<file path="config.mk">
export PLATFORM = sky130hd
export DESIGN_NAME = multi_channel_signature_analyzer_flat
export DESIGN_NICKNAME = d
export VERILOG_FILES = /design/src/rtl/multi_channel_signature_analyzer_pkg.sv /design/src/rtl/multi_channel_signature_analyzer_if.sv /design/src/rtl/multi_channel_signature_analyzer_lane.sv /design/src/rtl/multi_channel_signature_analyzer.sv /design/src/flat_wrapper.sv
export SDC_FILE = /design/constraint.sdc
export NUM_CORES = 1
export LEC_CHECK = 0
export CAP_MARGIN = 10
export CORE_AREA = 2 2 334 336
export DETAILED_ROUTE_END_ITERATION = 16
export DIE_AREA = 0 0 336 338
export GPL_TIMING_DRIVEN = 0
export PLACE_DENSITY = 0.55
export SETUP_SLACK_MARGIN = 0.02
export SYNTH_ARGS = -nofsm -noshare
export SYNTH_HDL_FRONTEND = slang
export SYNTH_SLANG_ARGS = --single-unit
</file>
<file path="constraint.sdc">
create_clock -name clk_i -period 3.5 [get_ports clk_i]
set_input_delay 0.7 -clock clk_i [delete_from_list [all_inputs] [get_ports clk_i]]
set_output_delay 0.7 -clock clk_i [all_outputs]
set_load 0.1 [all_outputs]
</file>
<file path="src/rtl/multi_channel_signature_analyzer_pkg.sv">
// Shared types and MISR helper for the multi-lane signature analyzer.
package bist_sig_pkg;

    localparam int unsigned SIG_MAX_W = 64;
    localparam logic [SIG_MAX_W-1:0] POLY_DEFAULT = 64'h1B;

    typedef enum logic [2:0] {
        IDLE    = 3'd0,
        SEED    = 3'd1,
        RUN     = 3'd2,
        COMPARE = 3'd3,
        DONE    = 3'd4
    } st_sig_state;

    // One Galois MISR step on a w-bit register carried in a 64-bit container.
    // Bits at and above w are masked off so narrower lanes behave exactly.
    function automatic logic [SIG_MAX_W-1:0] misr_next(
        input logic [SIG_MAX_W-1:0] sig,
        input logic [SIG_MAX_W-1:0] data,
        input logic [SIG_MAX_W-1:0] poly,
        input int unsigned          w
    );
        logic [SIG_MAX_W-1:0] mask;
        logic [SIG_MAX_W-1:0] top;
        mask = (w >= SIG_MAX_W) ? '1 : ((64'd1 << w) - 64'd1);
        top  = sig >> (w - 1);
        return (((sig << 1) ^ (top[0] ? poly : '0)) ^ data) & mask;
    endfunction

endpackage

</file>
<file path="src/rtl/multi_channel_signature_analyzer_if.sv">
// Controller/analyzer bundle: run control, golden values, DUT streams, results.
interface multi_channel_signature_analyzer_if #(
    parameter int DATA_WIDTH = 64,
    parameter int NUM_CH     = 4,
    parameter int CNT_WIDTH  = 16
);
    logic                         start_i;
    logic                         abort_i;
    logic                         bypass_i;
    logic [DATA_WIDTH-1:0]        seed_i;
    logic [CNT_WIDTH-1:0]         window_i;
    logic [NUM_CH*DATA_WIDTH-1:0] golden_i;
    logic [NUM_CH-1:0]            dut_valid_i;
    logic [NUM_CH*DATA_WIDTH-1:0] dut_data_i;
    logic                         busy_o;
    logic                         done_o;
    logic                         pass_o;
    logic                         aborted_o;
    logic [NUM_CH-1:0]            fail_mask_o;
    logic [NUM_CH*DATA_WIDTH-1:0] sig_o;

    // Analyzer side.
    modport slave (
        input  start_i, abort_i, bypass_i, seed_i, window_i, golden_i,
               dut_valid_i, dut_data_i,
        output busy_o, done_o, pass_o, aborted_o, fail_mask_o, sig_o
    );

    // BIST controller / stream source side.
    modport master (
        output start_i, abort_i, bypass_i, seed_i, window_i, golden_i,
               dut_valid_i, dut_data_i,
        input  busy_o, done_o, pass_o, aborted_o, fail_mask_o, sig_o
    );
endinterface

</file>
<file path="src/rtl/multi_channel_signature_analyzer_lane.sv">
// One MISR lane: signature register plus saturating beat counter.
module sig_lane
    import bist_sig_pkg::*;
#(
    parameter int                   DATA_WIDTH = 64,
    parameter int                   CNT_WIDTH  = 16,
    parameter logic [SIG_MAX_W-1:0] POLY       = POLY_DEFAULT
) (
    input  logic                  clk_i,
    input  logic                  rstn_i,
    input  logic                  load,
    input  logic                  accept,
    input  logic                  bypass,
    input  logic [DATA_WIDTH-1:0] seed,
    input  logic [DATA_WIDTH-1:0] data,
    input  logic [CNT_WIDTH-1:0]  window,
    output logic [DATA_WIDTH-1:0] sig,
    output logic                  complete
);
    logic [DATA_WIDTH-1:0] sig_q;
    logic [CNT_WIDTH-1:0]  cnt_q;
    logic [SIG_MAX_W-1:0]  nxt;
    logic                  take;

    // Beats past the window are dropped, which also keeps the counter saturated.
    assign take = accept && (cnt_q < window);
    assign nxt  = misr_next(SIG_MAX_W'(sig_q), SIG_MAX_W'(data), POLY, DATA_WIDTH);

    // Seed load, then compact (or raw-capture) each accepted beat.
    always_ff @(posedge clk_i or negedge rstn_i) begin
        if (!rstn_i) begin
            sig_q <= '0;
            cnt_q <= '0;
        end else if (load) begin
            sig_q <= seed;
            cnt_q <= '0;
        end else if (take) begin
            sig_q <= bypass ? data : nxt[DATA_WIDTH-1:0];
            cnt_q <= cnt_q + 1'b1;
        end
    end

    assign sig      = sig_q;
    assign complete = (cnt_q == window);
endmodule

</file>
<file path="src/rtl/multi_channel_signature_analyzer.sv">
// Multi-lane BIST response compactor: FSM, per-lane MISRs, golden compare.
module multi_channel_signature_analyzer
    import bist_sig_pkg::*;
#(
    parameter int                   DATA_WIDTH = 64,
    parameter int                   NUM_CH     = 4,
    parameter int                   CNT_WIDTH  = 16,
    parameter logic [SIG_MAX_W-1:0] POLY       = POLY_DEFAULT
) (
    input logic clk_i,
    input logic rstn_i,
    multi_channel_signature_analyzer_if.slave bus
);
    st_sig_state state_q, state_d;

    logic [CNT_WIDTH-1:0]                window_q;
    logic                                aborted_q;
    logic                                pass_q;
    logic [NUM_CH-1:0]                   fail_q;
    logic [NUM_CH-1:0]                   complete;
    logic [NUM_CH-1:0]                   mismatch;
    logic [NUM_CH-1:0][DATA_WIDTH-1:0]   lane_sig;

    // Lanes: loaded in SEED, fed only while RUN.
    for (genvar k = 0; k < NUM_CH; k++) begin : g_lane
        sig_lane #(
            .DATA_WIDTH (DATA_WIDTH),
            .CNT_WIDTH  (CNT_WIDTH),
            .POLY       (POLY)
        ) u_lane (
            .clk_i    (clk_i),
            .rstn_i   (rstn_i),
            .load     (state_q == SEED),
            .accept   ((state_q == RUN) && bus.dut_valid_i[k]),
            .bypass   (bus.bypass_i),
            .seed     (bus.seed_i),
            .data     (bus.dut_data_i[k*DATA_WIDTH +: DATA_WIDTH]),
            .window   (window_q),
            .sig      (lane_sig[k]),
            .complete (complete[k])
        );
        assign mismatch[k] = (lane_sig[k] != bus.golden_i[k*DATA_WIDTH +: DATA_WIDTH]);
        assign bus.sig_o[k*DATA_WIDTH +: DATA_WIDTH] = lane_sig[k];
    end

    // State register.
    always_ff @(posedge clk_i or negedge rstn_i) begin
        if (!rstn_i) state_q <= IDLE;
        else         state_q <= state_d;
    end

    // Next state; abort beats completion in the same RUN cycle.
    always_comb begin
        state_d = state_q;
        case (state_q)
            IDLE, DONE: if (bus.start_i) state_d = SEED;
            SEED:       state_d = RUN;
            RUN: begin
                if (bus.abort_i)      state_d = DONE;
                else if (&complete)   state_d = COMPARE;
            end
            COMPARE:    state_d = DONE;
            default:    state_d = IDLE;
        endcase
    end

    // Window latch and result registers; cleared at the start of every run.
    always_ff @(posedge clk_i or negedge rstn_i) begin
        if (!rstn_i) begin
            window_q  <= '0;
            aborted_q <= 1'b0;
            pass_q    <= 1'b0;
            fail_q    <= '0;
        end else begin
            case (state_q)
                SEED: begin
                    window_q  <= bus.window_i;
                    aborted_q <= 1'b0;
                    pass_q    <= 1'b0;
                    fail_q    <= '0;
                end
                RUN: if (bus.abort_i) begin
                    aborted_q <= 1'b1;
                    pass_q    <= 1'b0;
                    fail_q    <= '1;
                end
                COMPARE: begin
                    fail_q <= mismatch;
                    pass_q <= ~|mismatch;
                end
                default: ;
            endcase
        end
    end

    assign bus.busy_o      = (state_q == SEED) || (state_q == RUN) || (state_q == COMPARE);
    assign bus.done_o      = (state_q == DONE);
    assign bus.pass_o      = pass_q;
    assign bus.aborted_o   = aborted_q;
    assign bus.fail_mask_o = fail_q;
endmodule

</file>
<file path="src/flat_wrapper.sv">
// flat-port wrapper written by rule: the top's interface ports become plain ports
module multi_channel_signature_analyzer_flat import bist_sig_pkg::*;
#(
    parameter int                   DATA_WIDTH = 64,
    parameter int                   NUM_CH     = 4,
    parameter int                   CNT_WIDTH  = 16,
    parameter logic [SIG_MAX_W-1:0] POLY       = POLY_DEFAULT
)
  (clk_i, rstn_i, bus_start_i, bus_abort_i, bus_bypass_i, bus_seed_i, bus_window_i, bus_golden_i, bus_dut_valid_i, bus_dut_data_i, bus_busy_o, bus_done_o, bus_pass_o, bus_aborted_o, bus_fail_mask_o, bus_sig_o);
  multi_channel_signature_analyzer_if #(.DATA_WIDTH(DATA_WIDTH), .NUM_CH(NUM_CH), .CNT_WIDTH(CNT_WIDTH)) bus_i ();
  input logic clk_i;
  input logic rstn_i;
  input wire logic [$bits(bus_i.start_i)-1:0] bus_start_i;
  input wire logic [$bits(bus_i.abort_i)-1:0] bus_abort_i;
  input wire logic [$bits(bus_i.bypass_i)-1:0] bus_bypass_i;
  input wire logic [$bits(bus_i.seed_i)-1:0] bus_seed_i;
  input wire logic [$bits(bus_i.window_i)-1:0] bus_window_i;
  input wire logic [$bits(bus_i.golden_i)-1:0] bus_golden_i;
  input wire logic [$bits(bus_i.dut_valid_i)-1:0] bus_dut_valid_i;
  input wire logic [$bits(bus_i.dut_data_i)-1:0] bus_dut_data_i;
  output wire logic [$bits(bus_i.busy_o)-1:0] bus_busy_o;
  output wire logic [$bits(bus_i.done_o)-1:0] bus_done_o;
  output wire logic [$bits(bus_i.pass_o)-1:0] bus_pass_o;
  output wire logic [$bits(bus_i.aborted_o)-1:0] bus_aborted_o;
  output wire logic [$bits(bus_i.fail_mask_o)-1:0] bus_fail_mask_o;
  output wire logic [$bits(bus_i.sig_o)-1:0] bus_sig_o;
  assign bus_i.start_i = bus_start_i;
  assign bus_i.abort_i = bus_abort_i;
  assign bus_i.bypass_i = bus_bypass_i;
  assign bus_i.seed_i = bus_seed_i;
  assign bus_i.window_i = bus_window_i;
  assign bus_i.golden_i = bus_golden_i;
  assign bus_i.dut_valid_i = bus_dut_valid_i;
  assign bus_i.dut_data_i = bus_dut_data_i;
  assign bus_busy_o = bus_i.busy_o;
  assign bus_done_o = bus_i.done_o;
  assign bus_pass_o = bus_i.pass_o;
  assign bus_aborted_o = bus_i.aborted_o;
  assign bus_fail_mask_o = bus_i.fail_mask_o;
  assign bus_sig_o = bus_i.sig_o;
  multi_channel_signature_analyzer #(.DATA_WIDTH(DATA_WIDTH), .NUM_CH(NUM_CH), .CNT_WIDTH(CNT_WIDTH), .POLY(POLY)) u_core (.clk_i(clk_i), .rstn_i(rstn_i), .bus(bus_i));
endmodule
</file>
== Word level (Yosys, flattened, before mapping) ==
Cells that the tools add are included.

* Register bits: 345
* Bits of input ports: 601
* Output and inout port bits: 264

* Add/sub/neg operators: 4
* Order comparisons: 4
* Eq/ne operators: 15
* Mux-type cells: 34
* Bitwise gates (word level): 8
* Reductions and logical operators: 24

{| class="wikitable"
|+ Operators with widths
! cell !! count
|-
| $mux W64 || 12
|-
| $ne A64 B64 Y1 || 4
|-
| $xor A64 B5 Y64 || 4
|-
| $xor A64 B64 Y64 || 4
|-
| $mux W16 || 8
|-
| $add A16 B1 Y16 const B || 4
|-
| $eq A16 B16 Y1 || 4
|-
| $lt A16 B16 Y1 || 4
|-
| $mux W5 || 4
|-
| $pmux W3 S4 || 1
|-
| $pmux W4 S3 || 1
|-
| $reduce_bool A2 Y1 || 5
|-
| $mux W3 || 3
|-
| $logic_and A1 B1 Y1 || 8
|-
| $eq A3 B2 Y1 const B || 2
|-
| $reduce_and A2 Y1 || 3
|-
| $mux W4 || 1
|-
| $ne A2 B2 Y1 const B || 2
|-
| $reduce_and A4 Y1 || 1
|-
| $reduce_or A4 Y1 || 1
|-
| $eq A3 B1 Y1 const B || 1
|-
| $eq A3 B3 Y1 const B || 1
|-
| $logic_not A3 Y1 || 1
|-
| $ne A3 B3 Y1 const B || 1
|-
| other kinds (7) || 9
|}

== Longest topological paths before layout ==
Gate-level depths: netlist of the first run.

* Depth in word-level cells: 6
* Gate-level depth with buffers: 12
* Gate-level depth less buffers: 9

== By module ==
Synthesis of the first run repeated with hierarchy kept, for this count alone.

* Cell total of the unflattened synthesis: 3078
* Area total of the unflattened synthesis: 25928.6 µm²

{| class="wikitable"
|+ By module, submodules not included
! module !! instances !! cells each !! area an instance (µm²) !! sequential area each (µm²)
|-
| sig_lane || 4 || 655 || 5487.8 || 2001.9
|-
| multi_channel_signature_analyzer || 1 || 458 || 3977.6 || 625.6
|}

== Worst setup path before layout of the first run ==
Ideal clock, no wire load.

* Kind: register -> register
* From: register u_core.g_lane[2].u_lane.sig_q[1]
* To: register u_core.pass_q (netlist: u_core.bus.pass_o)
* Library setup time: 83 ps
* Data arrival time: 2611 ps
* Data required time: 3417 ps
* Slack: 806 ps
* Cell stages (with the launch flop): 8
* Path buffers: 0
* Period minus slack after synthesis: 2694 ps
* Cell sequence: dfrtp_1 -> inv_1 -> a22o_1 -> a221oi_1 -> nand4_1 -> or4_1 -> or3_1 -> o21ai_0

* Word-level cells in the longest chain between the ends: 4

{| class="wikitable"
|+ Ends and longest elaborated chain
! item !! line !! RTL
|-
| start: declaration || multi_channel_signature_analyzer_lane.sv:20 || <nowiki>logic [DATA_WIDTH-1:0] sig_q;</nowiki>
|-
| start signal: assignment || multi_channel_signature_analyzer_lane.sv:38 || <nowiki>sig_q <= bypass ? data : nxt[DATA_WIDTH-1:0];</nowiki>
|-
| $ne A64 B64 Y1 || multi_channel_signature_analyzer.sv:42 || <nowiki>assign mismatch[k] = (lane_sig[k] != bus.golden_i[k*DATA_WIDTH +: DATA_WIDTH]);</nowiki>
|-
| $reduce_or A4 Y1 || multi_channel_signature_analyzer.sv:89 || <nowiki>pass_q <= ~|mismatch;</nowiki>
|-
| $logic_not A1 Y1 || multi_channel_signature_analyzer.sv:89 ||
|-
| $pmux W1 S3 || multi_channel_signature_analyzer.sv:75 || <nowiki>case (state_q)</nowiki>
|-
| end signal: assignment || multi_channel_signature_analyzer.sv:89 ||
|-
| end: declaration || multi_channel_signature_analyzer.sv:18 || <nowiki>logic pass_q;</nowiki>
|}

Every way passes these cells.
A chain may end at the register's enable or synchronous reset.

== Final worst setup path of the first run ==
* From: register u_core.state_q[0]
* To: register u_core.g_lane[2].u_lane.sig_q[33]

* Word-level cells in the longest chain between the ends: 4
* Elaborated cells between the ends (all ways): 6
* Classes of those cells: 2 x eq/ne; 1 x mux; 3 x reduce/logical

{| class="wikitable"
|+ Ends and longest elaborated chain
! item !! line !! RTL
|-
| start: declaration || multi_channel_signature_analyzer.sv:14 || <nowiki>st_sig_state state_q, state_d;</nowiki>
|-
| start signal: assignment || multi_channel_signature_analyzer.sv:49 || <nowiki>else state_q <= state_d;</nowiki>
|-
| $eq A3 B2 Y1 || multi_channel_signature_analyzer.sv:34 || <nowiki>.accept ((state_q == RUN) && bus.dut_valid_i[k]),</nowiki>
|-
| $logic_and A1 B1 Y1 || multi_channel_signature_analyzer.sv:34 ||
|-
| $logic_and A1 B1 Y1 || multi_channel_signature_analyzer_lane.sv:26 || <nowiki>assign take = accept && (cnt_q < window);</nowiki>
|-
| $reduce_bool A2 Y1 (no line) || - ||
|}

Parallel ways exist; a longest one is shown, timed or not.

==> impl_metrics.tcl, run 1 <==
set metrics [dict create \
    sequentialPowerShare 0.225 \
    max_cap_violations 0 \
    grt_pass1_wl_um 218700 \
    nFillCells 11610 \
    io_buffers 863 \
    num_vias 24950 \
    post-route-util 0.3205 \
    crit_type "reg2reg" \
    design.final.nets 4125 \
    timing_max_transition_violations_final 0 \
    die_area_um2 113600 \
    detail_route.drc_violations 0 \
    critPathRequiredTime_ns 4.04 \
    floorplan.initialDensity 0.2080 \
    max_slew_margin 0.1776 \
    number_of_ports_placed_on_the_die_boundary 865 \
    endpoint_arrival_time_on_the_critical_path_ns 4.18 \
    route.antenna.remaining_nets 0 \
    setup_repair_after_global_routing_missed_its_margin "yes" \
    synth.largest_area_cell "sky130_fd_sc_hd__dfrtp_1" \
    critical_path_startpoint_category "register" \
    core.rowCount 122 \
    total_leakage_power_nw 13.60 \
    synth-seq-cells 345 \
    worst_skew_pair.late_latency_ns 0.66 \
    dominant_synthesized_flop_cell "sky130_fd_sc_hd__dfrtp_1" \
    cts_root_buf "sky130_fd_sc_hd__clkbuf_16" \
    clock_power_share 0.130 \
    clock_period_minus_worst_slack_ns 3.641 \
    die_y_um 338 \
    fin_crit_sh 1.040 \
    final_critical_path_setup_slack_ns -0.1413 \
    grt_start_max_net_pins 107 \
    power_per_standard_cell_area_nw_per_um2 1093 \
    detail_route.iter0.violations 2385 \
    cpPeakStageDelay_ns 0.87 \
    first_global_vias 24080 \
    holdWs_ns 0.5264 \
    max_stage_delay_cell_worst_path "sky130_fd_sc_hd__nand2_1" \
    max-clock-path-buffers 3 \
    setup.worst_path.end_class "register" \
    grt.overflow.total 0 \
    postSynthNetCount 3205 \
    intPower_mw 15.01 \
    vias_per_cell 4.998 \
    transition_time_of_the_tightest_slew_check_pin_ns 1.230 \
    finClkSkew_ns 0.03911 \
    netlist_instances 2536 \
    grt_antenna_before_repair 77 \
    syn_area_um2 22890 \
    cts_buffers 47 \
    crit_fanout 10 \
    finalHoldViolCount 0 \
    chipWidth_um 336 \
    rrSetupSlack_ns -0.14 \
    tritoncts "done" \
    fin_tns_setup_ns -0.4217 \
    cts_post_setup_buffers_inserted 0 \
    post-dp-hpwl_um 134600 \
    wirelength_um 168800 \
    power_switching_mw 23.55 \
    report.power.total_mw 38.56 \
    combinational_group_share_of_total_power 0.645 \
    synth.top_cells.by_area "sky130_fd_sc_hd__dfrtp_1, sky130_fd_sc_hd__xnor2_1, sky130_fd_sc_hd__xor2_1" \
    fmax_mhz 274.6 \
    yosys_warnings 0 \
    proportion_of_netlist_area_held_by_the_largest_area_contributor 0.3771 \
    worstPathCellList "clkbuf_1 -> and2_1 -> clkbuf_1 -> buf_8 -> clkbuf_1 -> nand2_1 -> o311ai_0" \
    routabilityCongestion 0.9626 \
    cts.sinks 345 \
    crit_top_cell "sky130_fd_sc_hd__clkbuf_1" \
    portion_of_the_post_synthesis_area_used_by_sequential_elements 0.3771 \
    vdd_drop_max_mv 1.036 \
    global_routing_usage_summed_across_all_routing_layers 0.2868 \
    synth-edff-count 0 \
    outcome "complete, but fails checks" \
    detailedRoute.firstPassIterationCount 5 \
    flow.area_growth_from_synthesis_pct 54.08 \
    failing_checks "setup timing" \
    layout-drive-gt1-share 0.05200 \
    synthArstFlopShare 1.000 \
    hold_path_class "reg2reg" \
    yosysUniqueCellTypes 50 \
    setup-violations-final 7 \
    clkTransAtPathRegs_ns 0.06 \
    clock_tree.htree_level_count 2 \
    core_area_um2 110100 \
    post_synth.cell_area_avg_um2 9.027 \
    power.share.switching 0.6107 \
    detail_route.wl_per_cell_um 33.81 \
]
area by class of cell:
class	instances	area [µm²]	area share
Timing Repair Buffer	873	8802	0.2495
Clock buffer	57	1244	0.03526
Tap cell	1488	1862	0.05278
Antenna cell	24	60.06	0.001703
Clock inverter	17	254.0	0.007201
Multi-Input combinational cell	1975	13540	0.3840
Sequential cell	345	8633	0.2448
Buffer	151	634.4	0.01798
Inverter	63	240.2	0.006810
placed cells by master (no fill, tap or decap), types with 7 or more instances in the layout:
cell and n:
sky130_fd_sc_hd__a31o_2 13, sky130_fd_sc_hd__clkdlybuf4s50_1 860, sky130_fd_sc_hd__nand2_1 114, sky130_fd_sc_hd__and3_1 14
sky130_fd_sc_hd__clkbuf_2 16, sky130_fd_sc_hd__nor4_1 68, sky130_fd_sc_hd__nor2b_1 161, sky130_fd_sc_hd__xnor2_1 289
sky130_fd_sc_hd__nand3_1 211, sky130_fd_sc_hd__o2bb2ai_1 7, sky130_fd_sc_hd__a21oi_1 59, sky130_fd_sc_hd__a21o_1 15
sky130_fd_sc_hd__or4_1 22, sky130_fd_sc_hd__o22ai_1 10, sky130_fd_sc_hd__o21a_1 8, sky130_fd_sc_hd__diode_2 24
sky130_fd_sc_hd__ha_1 68, sky130_fd_sc_hd__buf_2 21, sky130_fd_sc_hd__clkinv_2 7, sky130_fd_sc_hd__inv_1 62
sky130_fd_sc_hd__xor2_1 228, sky130_fd_sc_hd__buf_1 9, sky130_fd_sc_hd__clkbuf_16 47, sky130_fd_sc_hd__nor2_1 112
sky130_fd_sc_hd__o211ai_1 177, sky130_fd_sc_hd__o31ai_1 23, sky130_fd_sc_hd__clkbuf_1 109, sky130_fd_sc_hd__o21ai_0 142
sky130_fd_sc_hd__o311ai_0 17, sky130_fd_sc_hd__dfrtp_1 345, sky130_fd_sc_hd__nand4_1 53, sky130_fd_sc_hd__nand2_2 29
sky130_fd_sc_hd__nand2b_1 77
routing by layer:
metal | wire length [µm] | part of all wire | vias to the layer above | global-route usage
met2 | 76930 | 0.46 | 1403 | 0.4543
met5 | 370 | 0.0022 | - | 0
li1 | - | - | 10790 | -
met3 | 18530 | 0.11 | 277 | 0.08609
met4 | 6796 | 0.040 | 58 | 0.1136
met1 | 66190 | 0.39 | 12430 | 0.3643
path summary, 6_finish.rpt:
check	endpoint	cells past startpoint	from
min	u_core.bus.fail_mask_o[0]	2	u_core.bus.fail_mask_o[0]
min reg2reg	u_core.bus.fail_mask_o[0]	2	u_core.bus.fail_mask_o[0]
max reg2reg	u_core.g_lane[2].u_lane.sig[33]	7	u_core.state_q[0]
min in group asynchronous	u_core.g_lane[2].u_lane.sig[13]	2	rstn_i
max	u_core.g_lane[2].u_lane.sig[33]	7	u_core.state_q[0]
max in group asynchronous	u_core.g_lane[1].u_lane.sig[42]	4	rstn_i
cell usage after synthesis (all sizes together) (23+ instances only):
cell type	instances
dfrtp	345
xnor2	289
xor2	228
nand3	211
o211ai	177
nor2b	162
o21ai	144
nand2	143
clkbuf	119
nor2	113
nand2b	77
nor4	74
ha	68
inv	63
a21oi	59
nand4	53
buf	34
o31ai	23
state kept, by name, summed over array words and instances (netlist names):
name,flops
u_core.state_q,3
u_core.g_lane.u_lane.sig,256
u_core.window_q,16
u_core.bus.aborted_o,1
u_core.bus.pass_o,1
u_core.bus.fail_mask_o,4
u_core.g_lane.u_lane.cnt_q,64
power by group through the flow:
stage / Clock, mW / Sequential [mW] / Combinational, mW
after floorplan: 0 / 17.8 / 6.31
after detailed placement: 0 / 8.59 / 24.8
after global routing: 5.24 / 8.75 / 25.8
after global placement: 0 / 8.59 / 24.6
final: 5.03 / 8.66 / 24.9
after CTS: 5.10 / 8.55 / 24.9
stage by stage:
stage / std cells / worst slack (ns) / cell area (µm²)
after CTS: 4970 / -0.1754 / 35140
after global placement: 4887 / -15.38 / 33390
final: 4993 / -0.1413 / 35270
after global routing: 4971 / -0.1867 / 35220
after detailed placement: 4896 / -0.7072 / 33560
after floorplan: 2536 / 0.8059 / 22890
cell families (layout without fill, tap and decap cells):
group,after synthesis,in the layout,synth area share
muxes,3,3,0.001312
AOI/OAI and AO/OA,488,488,0.1404
adders and majority gates,68,68,0.03716
DFF,345,345,0.3771
and+or+nand+nor,899,899,0.2091
buffers and inverters,216,1161,0.03722
xor gates and xnor gates,517,517,0.1978
other,0,24,0
worst max-delay path: cells and delay by family (launching register included):
| kind | cells | cell delay [ns] |
|---|---|---|
| compound gates | 1 | 0.37 |
| buf+inv | 4 | 1.69 |
| flops | 1 | 0.38 |
| simple gates | 2 | 1.05 |
timing repair:
item	in CTS	in global routing
endpoints found under the hold margin	35	0
hold buffers	1	0
endpoints found under the setup margin	195	163
gates resized for setup	30	44
No activity file was read; power rests on OpenSTA's default activity.
==> run 2: changes to the inputs <==
- HOLD_SLACK_MARGIN: default -> 0.15
==> results of run 2 <==
No change in the layout: final DEF, timing and power equal those of run 1.
==> run 3: changes to the inputs <==
- HOLD_SLACK_MARGIN: 0.15 -> 0.1
==> results of run 3 <==
No change in the layout: final DEF, timing and power equal those of run 1.
